<file path="config.mk">
export PLATFORM = sky130hd
export DESIGN_NAME = exc_commit_flat
export DESIGN_NICKNAME = d
export VERILOG_FILES = /design/src/rtl/exc_commit_pkg.sv /design/src/rtl/exc_commit_if.sv /design/src/rtl/exc_commit.sv /design/src/flat_wrapper.sv
export SDC_FILE = /design/constraint.sdc
export NUM_CORES = 1
export LEC_CHECK = 0
export BUFFER_PORTS_ARGS = -buffer_cell sky130_fd_sc_hd__buf_2
export CAP_MARGIN = 20
export CELL_PAD_IN_SITES_DETAIL_PLACEMENT = 1
export CELL_PAD_IN_SITES_GLOBAL_PLACEMENT = 1
export CORE_UTILIZATION = 16
export CTS_CLUSTER_DIAMETER = 100
export DETAILED_ROUTE_END_ITERATION = 6
export PLACE_DENSITY = 0.95
export REMOVE_ABC_BUFFERS = 1
export SKIP_CTS_REPAIR_TIMING = 1
export SLEW_MARGIN = 20
export SYNTH_ARGS = -nofsm -noshare
export SYNTH_HDL_FRONTEND = slang
export SYNTH_SLANG_ARGS = --single-unit
</file>
<file path="constraint.sdc">
create_clock -name clk -period 3.7 [get_ports clk]
set_input_delay 0.555 -clock clk [delete_from_list [all_inputs] [get_ports clk]]
set_output_delay 0.555 -clock clk [all_outputs]
set_load 0.01 [all_outputs]
</file>
<file path="src/rtl/exc_commit_pkg.sv">
// rtl/exc_commit_pkg.sv - exception codes, commit FSM state type and defaults for exc_commit
// EXC_COMMIT_IDLE_EN adds the IDLE wait state to exc_state_t.
package exc_commit_pkg;

  localparam int BLACKOUT_DEFAULT = 2;

  localparam logic [5:0] EXC_INT  = 6'h00;
  localparam logic [5:0] EXC_PIL  = 6'h01;
  localparam logic [5:0] EXC_PIS  = 6'h02;
  localparam logic [5:0] EXC_PIF  = 6'h03;
  localparam logic [5:0] EXC_PME  = 6'h04;
  localparam logic [5:0] EXC_PPI  = 6'h07;
  localparam logic [5:0] EXC_ADE  = 6'h08;
  localparam logic [5:0] EXC_ALE  = 6'h09;
  localparam logic [5:0] EXC_SYS  = 6'h0B;
  localparam logic [5:0] EXC_BRK  = 6'h0C;
  localparam logic [5:0] EXC_INE  = 6'h0D;
  localparam logic [5:0] EXC_IPE  = 6'h0E;
  localparam logic [5:0] EXC_FPD  = 6'h0F;
  localparam logic [5:0] EXC_TLBR = 6'h3F;

  typedef enum logic [1:0] {
    EXC_RUN   = 2'd0,
`ifdef EXC_COMMIT_IDLE_EN
    EXC_BLANK = 2'd1,
    EXC_WAIT  = 2'd2
`else
    EXC_BLANK = 2'd1
`endif
  } exc_state_t;

  // Same packing as the CSR ESTAT.IS / ECFG.LIE outputs.
  function automatic logic int_pending(input logic ie, input logic [11:0] lie,
                                       input logic [11:0] is_bits);
    return ie & (|(lie & is_bits));
  endfunction

endpackage

</file>
<file path="src/rtl/exc_commit_if.sv">
// rtl/exc_commit_if.sv - WB/CSR side signal bundle of the exception/commit arbiter
interface exc_commit_if;
  logic        wb_valid;
  logic [31:0] wb_pc;
  logic        wb_exc;
  logic [5:0]  wb_excode;
  logic [8:0]  wb_esubcode;
  logic [31:0] wb_badv;
  logic        wb_is_ertn;
  logic        wb_is_refetch;
  logic        wb_is_idle;
  logic        ie;
  logic [11:0] lie;
  logic [11:0] is;

  logic        is_exc;
  logic        is_ertn;
  logic        is_fetch_again;
  logic        is_idle;
  logic [5:0]  excode;
  logic [8:0]  esubcode;
  logic [31:0] badvaddr;
  logic [31:0] csr_pc;
  logic        flush;
  logic        wb_ready;
  logic        retire;

  modport master (
    output wb_valid, wb_pc, wb_exc, wb_excode, wb_esubcode, wb_badv,
           wb_is_ertn, wb_is_refetch, wb_is_idle, ie, lie, is,
    input  is_exc, is_ertn, is_fetch_again, is_idle, excode, esubcode,
           badvaddr, csr_pc, flush, wb_ready, retire
  );

  modport slave (
    input  wb_valid, wb_pc, wb_exc, wb_excode, wb_esubcode, wb_badv,
           wb_is_ertn, wb_is_refetch, wb_is_idle, ie, lie, is,
    output is_exc, is_ertn, is_fetch_again, is_idle, excode, esubcode,
           badvaddr, csr_pc, flush, wb_ready, retire
  );
endinterface

</file>
<file path="src/rtl/exc_commit.sv">
// rtl/exc_commit.sv - WB exception/commit arbiter: prioritised CSR event, flush, redirect blackout
// EXC_COMMIT_IDLE_EN enables the IDLE wait state and idle_pc.
module exc_commit
  import exc_commit_pkg::*;
#(
  parameter int BLACKOUT_CYC = BLACKOUT_DEFAULT
) (
  input logic       clk,
  input logic       reset,
  exc_commit_if.slave bus
);

  localparam int CNT_W = (BLACKOUT_CYC < 2) ? 1 : $clog2(BLACKOUT_CYC + 1);
  localparam logic [CNT_W-1:0] CNT_LOAD = CNT_W'(BLACKOUT_CYC);
  localparam logic [CNT_W-1:0] CNT_ONE  = CNT_W'(1);

  exc_state_t       state_q;
  logic [CNT_W-1:0] blank_cnt_q;

  logic        int_pend;
  logic        redirect;
  logic        ev_exc;
  logic        ev_ertn;
  logic        ev_fetch;
  logic        ev_idle;
  logic        wait_flush;
  logic        do_retire;
  logic [5:0]  ev_excode;
  logic [8:0]  ev_esub;
  logic [31:0] ev_badv;
  logic [31:0] ev_pc;

`ifdef EXC_COMMIT_IDLE_EN
  logic [31:0] idle_pc_q;
`else
  logic idle_unused;
  assign idle_unused = bus.wb_is_idle;
`endif

  assign int_pend = int_pending(bus.ie, bus.lie, bus.is);

  always_comb begin
    ev_exc     = 1'b0;
    ev_ertn    = 1'b0;
    ev_fetch   = 1'b0;
    ev_idle    = 1'b0;
    wait_flush = 1'b0;
    do_retire  = 1'b0;
    ev_excode  = '0;
    ev_esub    = '0;
    ev_badv    = '0;
    ev_pc      = '0;
    unique case (state_q)
      EXC_RUN: begin
        // Interrupts are only taken against a real instruction at WB.
        if (bus.wb_valid) begin
          if (int_pend) begin
            ev_exc    = 1'b1;
            ev_excode = EXC_INT;
            ev_pc     = bus.wb_pc;
          end else if (bus.wb_exc) begin
            ev_exc    = 1'b1;
            ev_excode = bus.wb_excode;
            ev_esub   = bus.wb_esubcode;
            ev_badv   = bus.wb_badv;
            ev_pc     = bus.wb_pc;
          end else if (bus.wb_is_ertn) begin
            ev_ertn   = 1'b1;
            do_retire = 1'b1;
          end else if (bus.wb_is_refetch) begin
            ev_fetch  = 1'b1;
            ev_pc     = bus.wb_pc;
            do_retire = 1'b1;
`ifdef EXC_COMMIT_IDLE_EN
          end else if (bus.wb_is_idle) begin
            ev_idle   = 1'b1;
            ev_pc     = bus.wb_pc;
            do_retire = 1'b1;
`endif
          end else begin
            do_retire = 1'b1;
          end
        end
      end
      EXC_BLANK: begin
      end
`ifdef EXC_COMMIT_IDLE_EN
      EXC_WAIT: begin
        wait_flush = 1'b1;
        if (int_pend) begin
          ev_exc    = 1'b1;
          ev_excode = EXC_INT;
          ev_pc     = idle_pc_q + 32'd4;
        end
      end
`endif
      default: begin
      end
    endcase
  end

  assign redirect = ev_exc | ev_ertn | ev_fetch;

  assign bus.is_exc         = ev_exc;
  assign bus.is_ertn        = ev_ertn;
  assign bus.is_fetch_again = ev_fetch;
  assign bus.is_idle        = ev_idle;
  assign bus.excode         = ev_excode;
  assign bus.esubcode       = ev_esub;
  assign bus.badvaddr       = ev_badv;
  assign bus.csr_pc         = ev_pc;
  assign bus.flush          = redirect | wait_flush;
  assign bus.wb_ready       = (state_q == EXC_RUN);
  assign bus.retire         = do_retire;

  // BLANK hides WB while the CSR file registers its redirect target.
  always_ff @(posedge clk) begin
    if (reset) begin
      state_q     <= EXC_RUN;
      blank_cnt_q <= '0;
`ifdef EXC_COMMIT_IDLE_EN
      idle_pc_q   <= '0;
`endif
    end else begin
      unique case (state_q)
        EXC_RUN: begin
          if (redirect) begin
            state_q     <= EXC_BLANK;
            blank_cnt_q <= CNT_LOAD;
`ifdef EXC_COMMIT_IDLE_EN
          end else if (ev_idle) begin
            state_q   <= EXC_WAIT;
            idle_pc_q <= bus.wb_pc;
`endif
          end
        end
        EXC_BLANK: begin
          if (blank_cnt_q <= CNT_ONE) begin
            state_q     <= EXC_RUN;
            blank_cnt_q <= '0;
          end else begin
            blank_cnt_q <= blank_cnt_q - CNT_ONE;
          end
        end
`ifdef EXC_COMMIT_IDLE_EN
        EXC_WAIT: begin
          if (ev_exc) begin
            state_q     <= EXC_BLANK;
            blank_cnt_q <= CNT_LOAD;
          end
        end
`endif
        default: begin
          state_q     <= EXC_RUN;
          blank_cnt_q <= '0;
        end
      endcase
    end
  end

endmodule

</file>
<file path="src/flat_wrapper.sv">
// flat-port wrapper written by rule: the top's interface ports become plain ports
module exc_commit_flat import exc_commit_pkg::*;
#(
  parameter int BLACKOUT_CYC = BLACKOUT_DEFAULT
)
  (clk, reset, bus_wb_valid, bus_wb_pc, bus_wb_exc, bus_wb_excode, bus_wb_esubcode, bus_wb_badv, bus_wb_is_ertn, bus_wb_is_refetch, bus_wb_is_idle, bus_ie, bus_lie, bus_is, bus_is_exc, bus_is_ertn, bus_is_fetch_again, bus_is_idle, bus_excode, bus_esubcode, bus_badvaddr, bus_csr_pc, bus_flush, bus_wb_ready, bus_retire);
  exc_commit_if bus_i ();
  input logic clk;
  input logic reset;
  input wire logic [$bits(bus_i.wb_valid)-1:0] bus_wb_valid;
  input wire logic [$bits(bus_i.wb_pc)-1:0] bus_wb_pc;
  input wire logic [$bits(bus_i.wb_exc)-1:0] bus_wb_exc;
  input wire logic [$bits(bus_i.wb_excode)-1:0] bus_wb_excode;
  input wire logic [$bits(bus_i.wb_esubcode)-1:0] bus_wb_esubcode;
  input wire logic [$bits(bus_i.wb_badv)-1:0] bus_wb_badv;
  input wire logic [$bits(bus_i.wb_is_ertn)-1:0] bus_wb_is_ertn;
  input wire logic [$bits(bus_i.wb_is_refetch)-1:0] bus_wb_is_refetch;
  input wire logic [$bits(bus_i.wb_is_idle)-1:0] bus_wb_is_idle;
  input wire logic [$bits(bus_i.ie)-1:0] bus_ie;
  input wire logic [$bits(bus_i.lie)-1:0] bus_lie;
  input wire logic [$bits(bus_i.is)-1:0] bus_is;
  output wire logic [$bits(bus_i.is_exc)-1:0] bus_is_exc;
  output wire logic [$bits(bus_i.is_ertn)-1:0] bus_is_ertn;
  output wire logic [$bits(bus_i.is_fetch_again)-1:0] bus_is_fetch_again;
  output wire logic [$bits(bus_i.is_idle)-1:0] bus_is_idle;
  output wire logic [$bits(bus_i.excode)-1:0] bus_excode;
  output wire logic [$bits(bus_i.esubcode)-1:0] bus_esubcode;
  output wire logic [$bits(bus_i.badvaddr)-1:0] bus_badvaddr;
  output wire logic [$bits(bus_i.csr_pc)-1:0] bus_csr_pc;
  output wire logic [$bits(bus_i.flush)-1:0] bus_flush;
  output wire logic [$bits(bus_i.wb_ready)-1:0] bus_wb_ready;
  output wire logic [$bits(bus_i.retire)-1:0] bus_retire;
  assign bus_i.wb_valid = bus_wb_valid;
  assign bus_i.wb_pc = bus_wb_pc;
  assign bus_i.wb_exc = bus_wb_exc;
  assign bus_i.wb_excode = bus_wb_excode;
  assign bus_i.wb_esubcode = bus_wb_esubcode;
  assign bus_i.wb_badv = bus_wb_badv;
  assign bus_i.wb_is_ertn = bus_wb_is_ertn;
  assign bus_i.wb_is_refetch = bus_wb_is_refetch;
  assign bus_i.wb_is_idle = bus_wb_is_idle;
  assign bus_i.ie = bus_ie;
  assign bus_i.lie = bus_lie;
  assign bus_i.is = bus_is;
  assign bus_is_exc = bus_i.is_exc;
  assign bus_is_ertn = bus_i.is_ertn;
  assign bus_is_fetch_again = bus_i.is_fetch_again;
  assign bus_is_idle = bus_i.is_idle;
  assign bus_excode = bus_i.excode;
  assign bus_esubcode = bus_i.esubcode;
  assign bus_badvaddr = bus_i.badvaddr;
  assign bus_csr_pc = bus_i.csr_pc;
  assign bus_flush = bus_i.flush;
  assign bus_wb_ready = bus_i.wb_ready;
  assign bus_retire = bus_i.retire;
  exc_commit #(.BLACKOUT_CYC(BLACKOUT_CYC)) u_core (.clk(clk), .reset(reset), .bus(bus_i));
endmodule
</file>
==> flow_summary.ini <==
[logic_synthesis]
muxShareOfSynthArea = 0
synth_warnings = 0
yosysUniqueCellTypes = 29
synth.avg_cell_area_um2 = 5.74
yosysTopAreaCell = nand2_1
netlist.area_leader.share = 0.200
synth_fa_ha_area_frac = 0
synth_compound_area_frac = 0.0773
seq_area_frac_synth = 0.0516
synth_area_leaders = nand2_1 20%, and3_1 18%, nor3_1 18%, nor3_2 7.7%, buf_6 6.8%
synth_most_common_cell = nand2_1
synth_top_family_by_area = simple AND/OR/NAND/NOR gates
synthXorXnorAreaFrac = 0
synth_edf_count = 0
syn_area_um2 = 1160
synth-simple-area-share = 0.731
postSynth.asyncResetShare = 0
synth_cells = 203
synth_common_cells = 62 x nand2_1, 41 x nor3_1, 33 x and3_1
synth_ff_type = dfxtp_1
ys_ff_latch = 3

[timing]
period_minus_slack_ns = 2.92
rsz0062_at_grt = no
relSlewSlack = 0.364
finalMaxSlewViolations = 0
fmax_mhz = 343
worst_pin_slew_ns = 0.953
hold_viol_final = 0
setup_tns_ns = 0
post-route-period-util = 0.788
setup_viol = 0
finClkSkew_ns = 0.00240

[routing]
final_antenna_net_count = 0
route.detailed.drc = 0
wire_per_inst_um = 13.6
totalWireLength_um = 6460
viasPerCell = 4.42
drtPass1Iterations = 4
vias = 2100
first_iter_violations = 46

[cts]
cts_made_buffers = 3
insertion_delay_ns = 0.22
cts_tree = done
clk_pin_slew_worst_paths_ns = 0.03
cts_buffer_depth = 2
htree_levels = 1
cts_root_buffer = clkbuf_8
cts_sinks = 3

[power]
p_sw_mw = 0.151
comb_power_share = 0.628
power.internal_mw = 0.208
pwr-share-seq = 0.101
max-vdd-ir-drop_v = 0.0000754
p_clk_frac = 0.271
p_leak_nw = 1.38
p_sw_frac = 0.420
p_per_area_nw_per_um2 = 165

[worst_setup_path]
critPathCaptureType = output port
cp.arrival_ns = 2.36
regToRegStartpoint = u_core.state_q[0]$_SDFFE_PP0P_
r2r_cells = 4
crit_start = bus_lie[5]
rr_endpoint = u_core.blank_cnt_q[1]$_SDFFE_PP0P_
start_kind = input pin
required_ns = 3.14
path_max_fanout = 32
r2r_slack_ns = 2.57
worst-setup-path-type = input pin to output port
crit_path_end = bus_csr_pc[11]

[final_layout]
stdcell_area_um2 = 2180
num_antenna_cells = 0
area_delta_synth_final_pct = 87.1
instances_no_fill = 475
drive_gt1_frac = 0.573
finish.utilization = 0.316
nets = 491

[grt]
grt_max_degree = 54
antenna_found_initial = 0
grt_pass1_wl_um = 9380
grt_pass1_vias = 2025
gr-usage-all-layers = 0.154
grt.overflow.total = 0

[place]
dpl.hpwl_um = 5300
port_buffers = 194
post_dp_cell_area_um2 = 2130
gp_routability_congestion = 0.798
dpl.cell_count = 471

[hold_path]
holdPathStages = 2
hp-class = input pin to flop

[die]
core_um2 = 6910
start_util = 0.169
ioPinCount = 197
die_area_um2 = 7630
rows = 30
fp.dieW_um = 87.3
die_h_um = 87.3

[job]
cap_violations = 0

[outcome]
status = finished, final reports clean
how the worst min path moves through the flow:
stage,from,to,slack [ns]
detailed placement,u_core.blank_cnt_q[0]$_SDFFE_PP0P_,u_core.blank_cnt_q[0]$_SDFFE_PP0P_,0.56
floorplan,u_core.blank_cnt_q[1]$_SDFFE_PP0P_,u_core.blank_cnt_q[1]$_SDFFE_PP0P_,0.49
global placement,u_core.blank_cnt_q[1]$_SDFFE_PP0P_,u_core.blank_cnt_q[1]$_SDFFE_PP0P_,0.52
CTS,reset,u_core.blank_cnt_q[1]$_SDFFE_PP0P_,0.57
global route,reset,u_core.blank_cnt_q[1]$_SDFFE_PP0P_,0.58
finish,reset,u_core.blank_cnt_q[1]$_SDFFE_PP0P_,0.57
placed cells by master, fill, tap and decap left out, types with 2 or more instances in the layout:
master      n
a21oi_2     3
and3_1     33
and4_1      3
buf_2     194
buf_4       2
clkbuf_8    3
dfxtp_1     3
inv_1       3
nand2_1    61
nand4_1     5
nor2_1      2
nor3_1     41
nor3_2      9
layer usage:
layer | up-vias | wire [um] | global-route usage
met4 | 0 | 73 | 0.0387
met5 | - | 0 | 0
li1 | 1056 | - | -
met1 | 940 | 2490 | 0.167
met2 | 96 | 3480 | 0.303
met3 | 8 | 414 | 0.0284
flip-flops by register name (all words and copies together) (netlist names):
signal and flops:
u_core.blank_cnt_q 2, u_core.state_q 1
worst max-delay path, stage by stage:
cell and delay, ns:
buf_2 0.10, nand2_1 0.08, and4_1 0.28, nand4_1 0.70, and3_1 0.49, buf_2 0.15
kinds of logic (layout without fill, tap and decap cells):
kind of cell	Yosys count	after routing
compound gates	11	11
simple gates	161	161
flops	3	3
buf+inv	27	203
other cells	1	1
area by class of cell:
type | instances | area, um^2
timing repair buffer | 196 | 986
tap | 96 | 120
multi-input combinational | 173 | 957
clock buffer | 4 | 45.0
inverter | 3 | 11.3
fill | 965 | 4730
sequential | 3 | 60.1
power groups by stage:
stage,clock (mW),sequential [mW],combinational (mW)
final,0.0975,0.0362,0.225
after global routing,0.103,0.0363,0.247
after CTS,0.0985,0.0361,0.227
after detailed placement,0,0.0364,0.226
after global placement,0,0.0361,0.215
after floorplan,0,0.0360,0.101
stage by stage:
step,setup WS [ns],hold slack [ns],power [mW]
floorplan,0.720,0.491,0.137
global placement,0.870,0.521,0.251
detailed placement,0.771,0.560,0.262
CTS,0.785,0.568,0.361
global route,0.600,0.577,0.385
finish,0.784,0.574,0.359
(Power assumes the default switching activity.)
